[src/rtl/li_add_core_if.sv]
// rtl/li_add_core_if.sv - instruction memory bus between the core and a synchronous-read memory
interface li_add_core_if #(
    parameter int ADDR_W = 7
);
    logic [ADDR_W-1:0] imem_addr;
    logic [31:0]       imem_data;

    modport master (output imem_addr, input imem_data);
    modport slave  (input imem_addr, output imem_data);
endinterface

[src/rtl/li_add_core.sv]
// rtl/li_add_core.sv - multi-cycle RV32I subset core (ADDI, ADD, LUI, EBREAK) with run control and debug read
module li_add_core #(
    parameter int          NUM_REGS = 8,
    parameter int          ADDR_W   = 7,
    parameter logic [31:0] PC_RESET = 32'h0
) (
    input  logic                clk,
    input  logic                reset_n,
    input  logic                run,
    li_add_core_if.master       imem,
    output logic [31:0]         pc_out,
    output logic                halted,
    output logic                illegal,
    output logic [31:0]         retired,
    input  logic [4:0]          dbg_reg_id,
    output logic [31:0]         dbg_reg_value
);
    localparam int          IDX_W = (NUM_REGS > 1) ? $clog2(NUM_REGS) : 1;
    localparam logic [5:0]  NREGS = 6'(NUM_REGS);

    typedef enum logic [1:0] {FETCH, DECODE, EXECUTE, HALT} state_t;

    state_t      state;
    logic [31:0] instr;
    logic [31:0] regs [NUM_REGS];

    logic [6:0]  opcode;
    logic [2:0]  funct3;
    logic [6:0]  funct7;
    logic [4:0]  rd, rs1, rs2;
    logic        is_addi, is_add, is_lui, is_ebreak, legal_op;
    logic [31:0] rs1_val, rs2_val, result;

    function automatic logic in_range(input logic [4:0] id);
        return {1'b0, id} < NREGS;
    endfunction

    // x0 and ids beyond the implemented file both read as zero
    function automatic logic [31:0] reg_read(input logic [4:0] id);
        if (id == 5'd0 || !in_range(id))
            return 32'h0;
        return regs[id[IDX_W-1:0]];
    endfunction

    assign imem.imem_addr = pc_out[ADDR_W+1:2];
    assign dbg_reg_value  = reg_read(dbg_reg_id);

    assign opcode = instr[6:0];
    assign rd     = instr[11:7];
    assign funct3 = instr[14:12];
    assign rs1    = instr[19:15];
    assign rs2    = instr[24:20];
    assign funct7 = instr[31:25];

    assign is_addi   = (opcode == 7'b0010011) && (funct3 == 3'b000);
    assign is_add    = (opcode == 7'b0110011) && (funct3 == 3'b000) && (funct7 == 7'b0000000);
    assign is_lui    = (opcode == 7'b0110111);
    assign is_ebreak = (instr == 32'h00100073);

    assign rs1_val = reg_read(rs1);
    assign rs2_val = reg_read(rs2);

    // Only the register fields an opcode actually uses are range-checked
    always_comb begin
        legal_op = 1'b0;
        result   = 32'h0;
        if (is_addi) begin
            legal_op = in_range(rd) && in_range(rs1);
            result   = rs1_val + {{20{instr[31]}}, instr[31:20]};
        end else if (is_add) begin
            legal_op = in_range(rd) && in_range(rs1) && in_range(rs2);
            result   = rs1_val + rs2_val;
        end else if (is_lui) begin
            legal_op = in_range(rd);
            result   = {instr[31:12], 12'h000};
        end
    end

    always_ff @(posedge clk) begin
        if (!reset_n) begin
            state   <= FETCH;
            pc_out  <= PC_RESET;
            halted  <= 1'b0;
            illegal <= 1'b0;
            retired <= 32'h0;
            instr   <= 32'h0;
            for (int i = 0; i < NUM_REGS; i++)
                regs[i] <= 32'h0;
        end else begin
            case (state)
                FETCH: begin
                    if (run)
                        state <= DECODE;
                end
                DECODE: begin
                    instr <= imem.imem_data;
                    state <= EXECUTE;
                end
                EXECUTE: begin
                    if (is_ebreak) begin
                        halted  <= 1'b1;
                        retired <= retired + 32'd1;
                        state   <= HALT;
                    end else if (legal_op) begin
                        if (rd != 5'd0)
                            regs[rd[IDX_W-1:0]] <= result;
                        pc_out  <= pc_out + 32'd4;
                        retired <= retired + 32'd1;
                        state   <= FETCH;
                    end else begin
                        halted  <= 1'b1;
                        illegal <= 1'b1;
                        state   <= HALT;
                    end
                end
                HALT:    state <= HALT;
                default: state <= FETCH;
            endcase
        end
    end
endmodule
[src/flat_wrapper.sv]
// flat-port wrapper written by rule: the top's interface ports become plain ports
module li_add_core_flat 
#(
    parameter int          NUM_REGS = 8,
    parameter int          ADDR_W   = 7,
    parameter logic [31:0] PC_RESET = 32'h0
)
  (clk, reset_n, run, pc_out, halted, illegal, retired, dbg_reg_id, dbg_reg_value, imem_imem_addr, imem_imem_data);
  li_add_core_if #(.ADDR_W(ADDR_W)) imem_i ();
  input  logic clk;
  input  logic reset_n;
  input  logic run;
  output logic [31:0] pc_out;
  output logic halted;
  output logic illegal;
  output logic [31:0] retired;
  input  logic [4:0] dbg_reg_id;
  output logic [31:0] dbg_reg_value;
  output wire logic [$bits(imem_i.imem_addr)-1:0] imem_imem_addr;
  input wire logic [$bits(imem_i.imem_data)-1:0] imem_imem_data;
  assign imem_imem_addr = imem_i.imem_addr;
  assign imem_i.imem_data = imem_imem_data;
  li_add_core #(.NUM_REGS(NUM_REGS), .ADDR_W(ADDR_W), .PC_RESET(PC_RESET)) u_core (.clk(clk), .reset_n(reset_n), .run(run), .imem(imem_i), .pc_out(pc_out), .halted(halted), .illegal(illegal), .retired(retired), .dbg_reg_id(dbg_reg_id), .dbg_reg_value(dbg_reg_value));
endmodule
[config.mk]
export PLATFORM = sky130hd
export DESIGN_NAME = li_add_core_flat
export DESIGN_NICKNAME = d
export VERILOG_FILES = /design/src/rtl/li_add_core_if.sv /design/src/rtl/li_add_core.sv /design/src/flat_wrapper.sv
export SDC_FILE = /design/constraint.sdc
export NUM_CORES = 1
export LEC_CHECK = 0
export CORE_AREA = 4 4 247 249
export DETAILED_ROUTE_END_ITERATION = 16
export DIE_AREA = 0 0 251 253
export PLACE_DENSITY = 0.63
export SLEW_MARGIN = 15
export SYNTH_ARGS = -nofsm -noshare
export SYNTH_HDL_FRONTEND = slang
export SYNTH_SLANG_ARGS = --single-unit
[constraint.sdc]
create_clock -name clk -period 7.1 [get_ports clk]
set_clock_uncertainty 0.2 [all_clocks]
set_input_delay 1.42 -clock clk [delete_from_list [all_inputs] [get_ports clk]]
set_output_delay 1.42 -clock clk [all_outputs]
set_load 0.01 [all_outputs]
==> results.toml, run 1 <==
[pwr]
p_leak_nw = 9.42
finalPower_mw = 5.49
power_density_nw_per_um2 = 204
ir_worst_vdd_mv = 0.191

[placed_design]
pre_cts_ws_ps = 1610
gp_congestion = 0.981
port_buffers = 142
dp_hpwl_mm = 51.5

[detailed_routing]
ant_nets = 0
first_pass_iters = 7
drc = 0
vias = 18600
initialDrtViolationCount = 2085
drt-vias-per-instance = 6.05
drt_wl_total_mm = 76.3
route.detailed.wl_per_inst_um = 24.7

[clock_tree]
cts_resized = 0
clock-sinks = 360
holdBufCountCts = 0
cts_buffers = 42
cts_buffer_depth = 3
clk_pin_slew_ps = 60
post_cts_buffers = 0
h-tree-depth = 2
root_buffer = "clkbuf_16"
tritoncts = "yes"
clock_latency_ps = 590

[synth]
synth_top_flop_cell = "edfxtp_1"
ys_ff_latch = 360
yosysSeqAreaShare_pct = 41.8
synth.distinct_cells = 88
ys_warn_count = 0
synth_area_um2 = 23300
syn_avg_cell_area_um2 = 10.8
async_flop_share_pct = 0
synth_cells = 2163
synth_edf_count = 256

[timing]
post-route-min-period_ps = 5560
fin_crit_sh_pct = 78.3
setup_viol = 0
worst_pin_slew_ps = 1140
fin_setup_tns_ps = 0
slew_headroom_pct = 24.1
grt_setup_unrepaired = "false"
fmax_mhz = 180
finalHoldViolCount = 0
fin_ws_ps = 1540
slew_violations = 0

[global_routing]
antenna_found_initial = 2
overflow = 0
gr-usage-all-layers_pct = 23.5
grt_pass1_wl_mm = 114
grt_max_degree = 93
first_global_vias = 18600

[final_layout]
layout_commonest_cell = "nor2_1"
final_util_pct = 45.9
nFillCells = 5378
final_nets = 2371
drive_above_1_share_pct = 15.2
synthToLayoutAreaGrowth_pct = 15.5
final_cell_mix = "358 x nor2_1, 256 x edfxtp_1, 215 x nand2_1"
multi_input_area_um2 = 13000
register_area_um2 = 9780

[floorplan]
fp.dieW_um = 251
coreArea_um2 = 58700
die_h_um = 253
floorplan.initialDensity_pct = 39.8
die-area_um2 = 63500
row_count = 89
pin_count = 145

[critical_path]
critPathMaxFanout = 38
required_ps = 7200
path_class = "flip-flop to flip-flop"
cp.arrival_ps = 5660
worstSetupEndpointType = "flip-flop"
start_kind = "flip-flop"

[outcome]
outcome = "finished clean"

[hold_path]
hold_class = "flip-flop to flip-flop"

[job]
cap_violations = 0
==> report_power, final <==
group          switching, mW  internal (mW)  leakage [nW]  total [mW]
clock network          0.922           1.22         0.659        2.14
logic                  0.535          0.391          5.29       0.926
registers             0.0958           2.32          3.47        2.42
==> critical path: stages, from the launching register on <==
cell       delay, ps
dfxtp_4          840
buf_12           340
mux4_2           550
mux2i_1          150
nor2_1           100
ha_1             440
a21o_1           230
a21oi_1          300
o31a_1           190
o21ai_0           70
a21o_1           210
a2111oi_0        400
a311oi_1         140
a222oi_1         920
nor2_1            80
==> area by class of cell <==
type | count | area share [%]
diodes | 1 | 0.00928
clock buffers | 55 | 4.27
clock inverters | 22 | 0.757
inverters | 32 | 0.455
multi-input cells | 1655 | 48.1
flip-flops and latches | 360 | 36.3
well taps | 773 | 3.59
repair buffers | 185 | 6.55
==> registers in the layout (all words and copies together) (netlist names), named ones only <==
name / flops
u_core.illegal: 1
u_core.halted: 1
u_core.state: 2
u_core.retired: 32
u_core.regs: 256
u_core.pc_out: 30
u_core.instr: 32
==> cell usage after synthesis, types with 5 or more instances <==
| cell type | n | area (um2) |
|---|---|---|
| buf_1 | 29 | 109 |
| xnor2_1 | 48 | 420 |
| buf_2 | 8 | 40.0 |
| maj3_1 | 14 | 140 |
| o21ai_1 | 7 | 35.0 |
| nor4_1 | 7 | 43.8 |
| dfxtp_1 | 104 | 2080 |
| a22oi_1 | 18 | 135 |
| a211oi_1 | 6 | 45.0 |
| mux2i_1 | 84 | 841 |
| o21ai_0 | 44 | 220 |
| inv_1 | 31 | 116 |
| nand3_1 | 45 | 225 |
| a22o_1 | 5 | 43.8 |
| o21a_1 | 5 | 37.5 |
| or3_1 | 22 | 138 |
| o2111ai_1 | 5 | 43.8 |
| and2_1 | 14 | 87.6 |
| a31o_2 | 6 | 52.6 |
| nand4_1 | 24 | 150 |
| and3_1 | 28 | 175 |
| a41oi_1 | 5 | 43.8 |
| nor2_1 | 361 | 1360 |
| mux4_2 | 182 | 4100 |
| nand2_1 | 222 | 833 |
| clkbuf_1 | 98 | 368 |
| nor2b_1 | 9 | 56.3 |
| nor3_1 | 23 | 115 |
| nand2b_1 | 7 | 43.8 |
| or2_2 | 7 | 43.8 |
| buf_4 | 10 | 75.1 |
| a21o_1 | 48 | 360 |
| o21bai_1 | 6 | 45.0 |
| ha_1 | 55 | 688 |
| xor2_1 | 58 | 508 |
| edfxtp_1 | 256 | 7690 |
| and4_1 | 7 | 61.3 |
| a31oi_1 | 19 | 119 |
| a221oi_2 | 5 | 75.1 |
| a21oi_1 | 142 | 711 |
| o31a_1 | 5 | 43.8 |
==> cells by family after synthesis <==
| family | share of synthesized area [%] |
|---|---|
| XOR/XNOR | 4.12 |
| multiplexers | 21.3 |
| other | 0.0161 |
| adder cells (fa/ha/maj) | 3.55 |
| buffers and inverters | 3.27 |
| flip-flops | 41.8 |
| AND/OR/NAND/NOR | 14.8 |
| AO/OA/AOI/OAI | 11.1 |
==> routing by layer <==
metal	GRT usage [%]	vias up	part of all wire, %
met5	0	-	0.017
met4	8.19	2	3.6
met3	5.16	173	8.8
met2	38.1	892	47
met1	31.3	9263	41
li1	-	8310	-
==> final timing paths <==
path | from | end | slack [ps] | depth (start not counted)
worst min-delay path | u_core.instr[3] | u_core.instr[3] | 260 | 2
worst max-delay path | flip-flop | u_core.regs[4][30] | 1540 | 14
worst min register to register | u_core.instr[3] | u_core.instr[3] | 260 | 2
worst max register to register | flip-flop | u_core.regs[4][30] | 1540 | 14
==> through the flow <==
step / area, um2 / hold WS (ps) / cells
final: 27000 / 257 / 3083
after global routing: 27000 / 279 / 3083
after CTS: 27000 / 259 / 3081
after detailed placement: 25600 / 251 / 3004
after global placement: 25600 / 244 / 3004
after floorplan: 23500 / 231 / 2196
(Power assumes the default switching activity.)
==> run 2: changes to the inputs <==
- clock period: 7.1 -> 5.3 ns (I/O delays scaled with it)
==> results.toml, run 2 (synthesis gave the netlist of run 1 again) <==
[final_layout]
final_util_pct = 46.6
final_nets = 2415
synthToLayoutAreaGrowth_pct = 17.2
largest_reg_flops = 256
largest_registers = "u_core.regs: 256 flops, u_core.instr: 32 flops, u_core.retired: 32 flops"
multi_input_area_um2 = 13000
layout_commonest_cell = "nor2_1"
antenna_cells = 0
nFillCells = 5370
final_area_um2 = 27400
top_register = "u_core.regs"
register_area_um2 = 9780
final_cells = 3122
final_cell_mix = "358 x nor2_1, 256 x edfxtp_1, 215 x nand2_1"
drive_above_1_share_pct = 17.0

[placed_design]
port_buffers = 142
gp_congestion = 1.01
place_area_um2 = 26000
pre_cts_ws_ps = 205
dp_cells = 3044
dp_hpwl_mm = 55.3

[timing]
fmax_mhz = 199
fin_ws_ps = 285
post-route-min-period_ps = 5020
slew_violations = 0
fin_setup_tns_ps = 0
grt_setup_unrepaired = "false"
fin_crit_sh_pct = 94.6
slew_headroom_pct = 24.8
setup_viol = 0
worst_pin_slew_ps = 1130
finalHoldViolCount = 0
whs_ps = 254

[clock_tree]
root_buffer = "clkbuf_16"
clock_latency_ps = 570
holdBufCountCts = 0
cts_buffers = 42
h-tree-depth = 2
tritoncts = "yes"
cts_buffer_depth = 3
clock-sinks = 360
clk_pin_slew_ps = 60

[pwr]
pwr-share-seq_pct = 43.9
internal-power_mw = 5.26
p_sw_mw = 2.06
p_leak_nw = 9.65
clkPwrFrac_pct = 37.9
finalPower_mw = 7.32
swShare_pct = 28.1
power_frac_comb_pct = 18.1
power_density_nw_per_um2 = 268
ir_worst_vdd_mv = 0.207

[detailed_routing]
first_pass_iters = 6
met2_length_mm = 39.1
highest_layer = "met4"
vias = 19100
route.detailed.wl_per_inst_um = 25.8
drt-vias-per-instance = 6.12
ant_nets = 0
wl_met3_mm = 6.55
wl_met1_mm = 32.0
drt_wl_total_mm = 80.4
drc = 0
initialDrtViolationCount = 2108

[floorplan]
die-area_um2 = 63500
coreArea_um2 = 58700
row_count = 89
floorplan.initialDensity_pct = 39.8
fp.dieW_um = 251
die_h_um = 253
pin_count = 145

[global_routing]
gr-usage-all-layers_pct = 24.6
overflow = 0
antenna_found_initial = 1
first_global_vias = 19100
grt_pass1_wl_mm = 120
grt_max_degree = 76

[critical_path]
reg2reg_depth = 17
critPathMaxFanout = 8
crit_end = "u_core.regs[2][23]"
worstSetupEndpointType = "flip-flop"
start_kind = "flip-flop"
path_class = "flip-flop to flip-flop"
required_ps = 5380
cp.arrival_ps = 5100
reg2reg_setup_slack_ps = 280
reg2reg_to = "u_core.regs[2][23]"

[job]
cap_violations = 0

[hold_path]
hold_class = "flip-flop to flip-flop"

[outcome]
outcome = "finished clean"
[run 2: cell count changes in the layout (fill, tap and decap cells not counted), sizes merged]
cell | previous run | this run
buf | 46 | 89
bufinv | 2 | 1
clkinv | 19 | 13
clkinvlp | 1 | 2
diode | 1 | 0
inv | 32 | 35
[run 2: layer usage]
| metal | up-vias | track usage, % |
|---|---|---|
| met3 | 144 | 3.15 |
| met2 | 992 | 41.6 |
| met1 | 9574 | 32.8 |
| met5 | - | 0 |
| li1 | 8399 | - |
| met4 | 0 | 8.69 |
[run 2: area by class of cell]
type                       count  share of cell area, %
multi-input combinational   1655                   47.4
sequential                   360                   35.8
timing repair buffer         229                   8.13
clock buffer                  54                   4.23
tap                          773                   3.54
clock inverter                19                  0.503
inverter                      32                  0.448
[run 2: worst min-delay path by stage]
stage	start	to	slack, ps	depth (start not counted)
after detailed placement	u_core.instr[10]	u_core.instr[10]	250	2
after CTS	u_core.instr[10]	u_core.instr[10]	260	2
final	u_core.instr[10]	u_core.instr[10]	250	2
after global routing	u_core.instr[0]	u_core.instr[0]	280	2
after global placement	u_core.instr[3]	u_core.instr[3]	240	2
after floorplan	u_core.instr[3]	u_core.instr[3]	230	2
[run 2: power by group through the flow]
stage	Clock, mW	Sequential, mW	Combinational, mW
floorplan	0	3.22	0.899
global placement	0	3.26	1.30
detailed placement	0	3.27	1.30
CTS	2.83	3.21	1.31
global route	2.94	3.23	1.41
finish	2.78	3.21	1.33
[run 2: worst max-delay path, cell delays in order, from the launching register on]
cell and delay [ps]:
dfxtp_4 390, buf_4 250, mux4_2 530, mux2i_1 250
nor2_1 160, ha_1 370, a21o_1 200, a21o_1 200
a211oi_1 360, o2111ai_1 170, a21oi_1 350, o41ai_2 190
nor2_1 140, or3_1 130, a21oi_1 150, a221oi_2 380
buf_4 240, nor2_1 50
[run 2: repair_timing]
| item | CTS | global route |
|---|---|---|
| setup buffers | 0 | 4 |
| setup endpoints to repair | 0 | 21 |
| gates resized for setup | 0 | 2 |
